[config.mk]
export PLATFORM = sky130hd
export DESIGN_NAME = timer_count_core
export DESIGN_NICKNAME = d
export VERILOG_FILES = /design/src/rtl/timer_count_core.sv
export SDC_FILE = /design/constraint.sdc
export NUM_CORES = 1
export LEC_CHECK = 0
export BUFFER_PORTS_ARGS = -buffer_cell sky130_fd_sc_hd__buf_2
export CAP_MARGIN = 5
export CORE_UTILIZATION = 63
export DETAILED_ROUTE_END_ITERATION = 8
export PLACE_DENSITY = 0.83
export RECOVER_POWER = 50
export SYNTH_ARGS = -nofsm -noshare
export SYNTH_HDL_FRONTEND = slang
export SYNTH_SLANG_ARGS = --single-unit
[constraint.sdc]
create_clock -name Clock -period 4.2 [get_ports Clock]
set_clock_uncertainty 0.15 [all_clocks]
set_input_delay 1.05 -clock Clock [delete_from_list [all_inputs] [get_ports Clock]]
set_output_delay 1.05 -clock Clock [all_outputs]
set_load 0.1 [all_outputs]
[src/rtl/timer_count_core.sv]
// timer_count_core: prescaled seconds/minutes up-counter with start/pause/clear control FSM
module timer_count_core #(
    parameter int TICK_DIV = 50_000_000,
    parameter int MAX_MIN  = 99
) (
    input  logic       Clock,
    input  logic       ResetN,
    input  logic       StartStop,
    input  logic       Clear,
    input  logic       ModeIn,
    input  logic [2:0] TimeSelIn,
    output logic [7:0] LSBBinary,
    output logic [7:0] MSBBinary,
    output logic       ModeSel,
    output logic [2:0] TimeControl,
    output logic       Running,
    output logic       Done
);
    localparam int PW = $clog2(TICK_DIV);
    localparam logic [PW-1:0] LAST = PW'(TICK_DIV - 1);
    localparam logic [7:0] MAXM = 8'(MAX_MIN);
    typedef enum logic [1:0] {IDLE, RUN, PAUSE, DONE} stateT;
    stateT state, nextState;
    logic [PW-1:0] presc, prescNext;
    logic [7:0] lsbNext, msbNext, incLsb, incMsb;
    logic [1:0] startSync, clearSync;
    logic startPrev, clearPrev, startPulse, clearPulse, tick, secWrap, terminal;
    assign startPulse = startSync[1] & ~startPrev;
    assign clearPulse = clearSync[1] & ~clearPrev;
    assign Running = state == RUN;
    assign Done = state == DONE;
    // two-flop synchronisers for the key levels plus a delayed copy for edge detection
    always_ff @(posedge Clock or negedge ResetN) begin
        if (!ResetN) begin
            startSync <= '0;
            clearSync <= '0;
            startPrev <= 1'b0;
            clearPrev <= 1'b0;
        end else begin
            startSync <= {startSync[0], StartStop};
            clearSync <= {clearSync[0], Clear};
            startPrev <= startSync[1];
            clearPrev <= clearSync[1];
        end
    end
    // mode and duration track the inputs only while idle, frozen once a run begins
    always_ff @(posedge Clock or negedge ResetN) begin
        if (!ResetN) begin
            ModeSel <= 1'b0;
            TimeControl <= '0;
        end else if (state == IDLE) begin
            ModeSel <= ModeIn;
            TimeControl <= TimeSelIn;
        end
    end
    // state, prescaler and time counts registered together
    always_ff @(posedge Clock or negedge ResetN) begin
        if (!ResetN) begin
            state <= IDLE;
            presc <= '0;
            LSBBinary <= '0;
            MSBBinary <= '0;
        end else begin
            state <= nextState;
            presc <= prescNext;
            LSBBinary <= lsbNext;
            MSBBinary <= msbNext;
        end
    end
    // next state and counts; clear beats start, countdown completion beats pause
    always_comb begin
        nextState = state;
        prescNext = presc;
        lsbNext = LSBBinary;
        msbNext = MSBBinary;
        tick = state == RUN && presc == LAST;
        secWrap = LSBBinary == 8'd59;
        incLsb = secWrap ? 8'd0 : LSBBinary + 8'd1;
        incMsb = !secWrap ? MSBBinary : (!ModeSel && MSBBinary == MAXM) ? 8'd0 : MSBBinary + 8'd1;
        terminal = tick && ModeSel && secWrap && incMsb == {5'd0, TimeControl} + 8'd1;
        if (clearPulse) begin
            nextState = IDLE;
            prescNext = '0;
            lsbNext = '0;
            msbNext = '0;
        end else begin
            if (state == RUN) begin
                prescNext = tick ? '0 : presc + PW'(1);
                lsbNext = tick ? incLsb : LSBBinary;
                msbNext = tick ? incMsb : MSBBinary;
            end
            case (state)
                IDLE: begin
                    nextState = startPulse ? RUN : IDLE;
                    prescNext = '0;
                end
                RUN: nextState = terminal ? DONE : startPulse ? PAUSE : RUN;
                PAUSE: nextState = startPulse ? RUN : PAUSE;
                default: nextState = DONE;
            endcase
        end
    end
endmodule
# Word level (Yosys, flattened, before mapping)
# Index checks and enable logic that the tools add are counted.
# Widths: inputs -> output; s select.
# word_totals
register_bits	54
in_bits	8
out_inout_bits	22
wordCells	55
# op_classes
n_addsub	4
n_eq_ne	7
muxes	19
bitwise_logic	4
reduce_logical	11
# ops
operator	count
$mux 26	4
$mux 8	9
$add 26x1->26 const B	1
$eq 26x26->1 const B	1
$add 8x1->8 const B	2
$eq 8x4->1	1
$eq 8x6->1 const B	1
$eq 8x7->1 const B	1
$mux 2	4
$pmux 2 s3	1
$logic_and 1x1->1	5
$add 3x1->4 const B	1
$eq 2x2->1 const B	2
$reduce_bool 2->1	2
$reduce_bool 3->1	1
$and 1x1->1	2
$eq 2x1->1 const B	1
$logic_not 2->1	1
$not 1->1	2
$reduce_and 2->1	1
$logic_not 1->1	1
$mux 1	1

# Logic depth before layout (Yosys ltp)
# logic_depth
depth_word	9
depth_mapped	8
mapped_depth_nobuf	7

# Least setup slack after synthesis
# No wires, ideal clock.
# synth_path
path_kind	flip-flop to flip-flop
from	reg state[0]
to	reg LSBBinary[5]
setup_ns	0.078
arrival_ns	3.157
t_required_ns	3.972
setup_slack_ns	0.815
stages_incl_launch_ff	8
n_path_buf	1
period_less_slack_ns	3.385
cell_sequence	dfrtp_1 > nor2b_1 > and4_1 > and4_1 > buf_4 > nor2_2 > or4_1 > a21oi_1
# synth_via
elab_chain_cells	4
elab_cells_between_ends	5
cone_classes	eq/ne: 1; reduce/logical: 4
# synth_lines
element	line	rtl
start, declared	23	stateT state, nextState;
start signal, assigned	64	state <= nextState;
$eq 2x1->1 *	--	
named net Running	16	output logic Running,
$logic_and 1x1->1	76	tick = state == RUN && presc == LAST;
$reduce_bool 2->1 (no line)	--	
$reduce_and 2->1 (no line) *	--	
end signal, assigned	66	LSBBinary <= lsbNext;
end, declared	12	output logic [7:0] LSBBinary,
# The timed path passes the listed nets; every way through them passes the cells marked *.
# A chain may end at the register's enable or synchronous reset.

# Worst setup path after layout
# layout_path
from	reg state[1]
to	out Done
# layout_via
elab_chain_cells	1
# layout_lines
element	line	rtl
$eq 2x2->1	31	assign Done = state == DONE;
end, declared	17	output logic Done
# No other way between the ends.

==> results.md <==
- Port Buffers: 29
- Number of routed nets with antenna violations: 0
- Final Setup Violations: 0
- Clk root buf: clkbuf_8
- All-Layer GR Usage: 24.3%
- Slew margin rel.: -24.7%
- Final WS setup: 1.44 ns
- Final Hold Fails: 0
- Vias in the first global route: 2,002
- Reg2reg setup slack: 1.52 ns
- First-pass GRT wire length: 9400 µm
- Final WL: 5360 µm
- Critical path type: reg2out
- Met1 wire length: 2630 µm
- Initial core utilization: 65.8%
- Unique masters post-synth: 56
- Synthesis Warnings: 0
- Post-Syn Instances: 300
- Max Cap Viol: 1
- DR vias/cell: 5.88
- Clock Path Buffers: 2
- WL met3: 251 µm
- Sink Count: 54
- DP Wirelength: 3890 µm
- CP startpoint kind: flop
- RSZ-0062 raised after global routing: no
- First-pass detailed-route iteration total: 4
- Clk_lat worst skew: 0.30 ns
- Die W: 69.6 µm
- Setup Buffers After CTS: 0
- Worst-path fanout max: 12
- Hold buffer count at cts: 0
- P per Cell Area: 325 nW/µm²
- Min-Delay Path Class: reg2reg
- Syn Area/Cell: 9.61 µm²
- DR DRC count: 0
- Total CTS buffers: 5
- Fin util: 71.2%
- Clock transition at the registers of the reported paths: 0.09 ns
- Final Wtd Congestion: 0.835
- Maximum vdd drop: 0.283 mV
- Worst Tran Pin Value: 1.87 ns
- Max layer used: met4
- DR WL met2: 2410 µm
- Quantity of gates resized following cts: 0
- CORE AREA: 4380 µm²
- Seq/Total Area, Yosys: 46.9%
- FMAX: 0.362 GHz
- Final Instance Area: 3120 µm²
- P_leak: 1.33 nW
- IO Pins: 30
- Final net count: 339
- Worst Path Required: 3.00 ns
- Grt total ovfl: 0
- Number of diodes: 0
- Final Max Tran Viols: 36
- Period minus WS final: 2.76 ns
- Final Cycle Share: 65.7%
- Placed inst area: 3050 µm²
- Crit. End Element: output port
- CTS tree: yes
- Synthesized area: 2880 µm²
- Syn Nets: 312
- Initial antenna violation count: 0
- Cell row count: 24
- Largest net degree at the start of global routing: 36
- Failing checks: max-capacitance violations, max-slew violations
- DRT iter0 DRCs: 256
- Post-synth EDFFs: 0
- Area growth syn-to-layout: 8.25%
- Status: complete, but fails checks
- Per-cell routed wire length: 14.2 µm
- FFs w/ async S/R, synth: 100%
- Synth Register Bits: 54
- Vias: 2,229
- Layout cells sized above 1: 14.4%
- Setup TNS: 0 ns
- Filler cell count: 333
- Total Power: 1.01 mW
- Die ar.: 4850 µm²
- Setup WS pre-CTS: 1.57 ns
- Synth Flop Type: dfrtp_1
- Arrival time worst endpoint: 1.56 ns
- Die Height: 69.6 µm
- H-tree levels: 2
## per-stage QoR
| stage | std cells | hold WS (ns) |
|---|---|---|
| after global routing | 379 | 0.208 |
| after global placement | 372 | 0.182 |
| after detailed placement | 372 | 0.187 |
| final | 379 | 0.202 |
| after CTS | 379 | 0.205 |
| after floorplan | 300 | 0.181 |
## where the power goes
| group | internal (mW) | switching [mW] | leakage (nW) |
|---|---|---|---|
| registers | 0.538 | 0.0221 | 0.728 |
| clock network | 0.115 | 0.151 | 0.0383 |
| logic | 0.0482 | 0.140 | 0.564 |
| total | 0.701 | 0.313 | 1.33 |
## layer usage
metal  vias to the layer above  GRT usage (%)
met5                         -              0
li1                       1102              -
met3                         8           4.80
met1                      1059           36.3
met4                         0           6.00
met2                        60           36.7
## cell families after synthesis
kind of cell | count (synthesis) | share of synthesized area [%]
adders and majority gates | 4 | 1.74
muxes | 4 | 1.52
xor gates and xnor gates | 34 | 10.3
AOI/OAI and AO/OA | 43 | 10.3
DFF | 54 | 46.9
buffers and inverters | 20 | 3.17
and+or+nand+nor | 141 | 26.1
## worst max-delay path: stages, from the launching register on
cell and delay [ns]:
dfrtp_1 0.62, and2_1 0.21, buf_2 0.43
## cell usage after synthesis, types with 2 or more instances
| cell | instances | area [µm²] |
|---|---|---|
| or4_1 | 2 | 15.0 |
| nand4_1 | 4 | 25.0 |
| or3_1 | 3 | 18.8 |
| nor4_1 | 6 | 37.5 |
| nand2b_1 | 3 | 18.8 |
| inv_1 | 9 | 33.8 |
| buf_2 | 3 | 15.0 |
| nor3_1 | 7 | 35.0 |
| a21o_1 | 2 | 15.0 |
| clkbuf_1 | 5 | 18.8 |
| nand2_1 | 25 | 93.8 |
| or4b_4 | 2 | 27.5 |
| o21ai_0 | 12 | 60.1 |
| xnor2_1 | 20 | 175 |
| xor2_1 | 14 | 123 |
| and2_1 | 3 | 18.8 |
| dfrtp_1 | 54 | 1350 |
| mux2_2 | 3 | 33.8 |
| and4_1 | 3 | 26.3 |
| o21ai_1 | 3 | 15.0 |
| a21oi_1 | 10 | 50.1 |
| and3_1 | 7 | 43.8 |
| nand3_1 | 23 | 115 |
| nor2_1 | 39 | 146 |
| ha_1 | 4 | 50.1 |
| nor2b_1 | 3 | 18.8 |
| o2111ai_1 | 2 | 17.5 |
## state kept, by name (all words and copies together) (netlist names)
register / count
presc: 26
LSBBinary: 8
MSBBinary: 8
TimeControl: 3
clearSync: 2
startSync: 2
state: 2
ModeSel: 1
clearPrev: 1
startPrev: 1
## area by class of cell
type	instances	area [µm²]	area share [%]
inverter	9	33.8	1.08
clock buffer	7	76.3	2.45
timing repair buffer	31	159	5.09
tap	52	65.1	2.09
sequential	54	1350	43.3
multi-input combinational	226	1440	46.0
## worst paths after layout
path                            cells after the start              startpoint                        to
max in group asynchronous                           2                  ResetN       clearPrev$_DFF_PN0_
worst min-delay path                                0  startSync[0]$_DFF_PN0_    startSync[1]$_DFF_PN0_
worst max register to register                      6   presc[18]$_DFFE_PN0P_  MSBBinary[2]$_DFFE_PN0P_
min in group asynchronous                           1                  ResetN  MSBBinary[3]$_DFFE_PN0P_
worst max-delay path                                2      state[1]$_DFF_PN0_                      Done
worst min register to register                      0  startSync[0]$_DFF_PN0_    startSync[1]$_DFF_PN0_
## cell usage in the layout (no fill, tap or decap), types with 2 or more instances in the layout
| cell type | Yosys | layout |
|---|---|---|
| mux2_2 | 3 | 3 |
| dfrtp_1 | 54 | 54 |
| xnor2_1 | 20 | 20 |
| nand3_1 | 23 | 23 |
| ha_1 | 4 | 4 |
| nor3_1 | 7 | 8 |
| or4b_4 | 2 | 2 |
| inv_1 | 9 | 9 |
| clkbuf_8 | 0 | 5 |
| o21ai_0 | 12 | 12 |
| nor2_1 | 39 | 39 |
| buf_4 | 1 | 2 |
| a21oi_1 | 10 | 10 |
| nand2b_1 | 3 | 3 |
| nand2_1 | 25 | 25 |
| or4_1 | 2 | 2 |
| a21o_1 | 2 | 2 |
| nand4_1 | 4 | 4 |
| o2111ai_1 | 2 | 2 |
| and3_1 | 7 | 7 |
| nor2b_1 | 3 | 3 |
| or3_1 | 3 | 3 |
| buf_2 | 3 | 28 |
| and4_1 | 3 | 3 |
| xor2_1 | 14 | 14 |
| o21ai_1 | 3 | 3 |
| clkbuf_1 | 5 | 3 |
| and2_1 | 3 | 3 |
| nor4_1 | 6 | 6 |
Power figures use the tool's default switching activity.
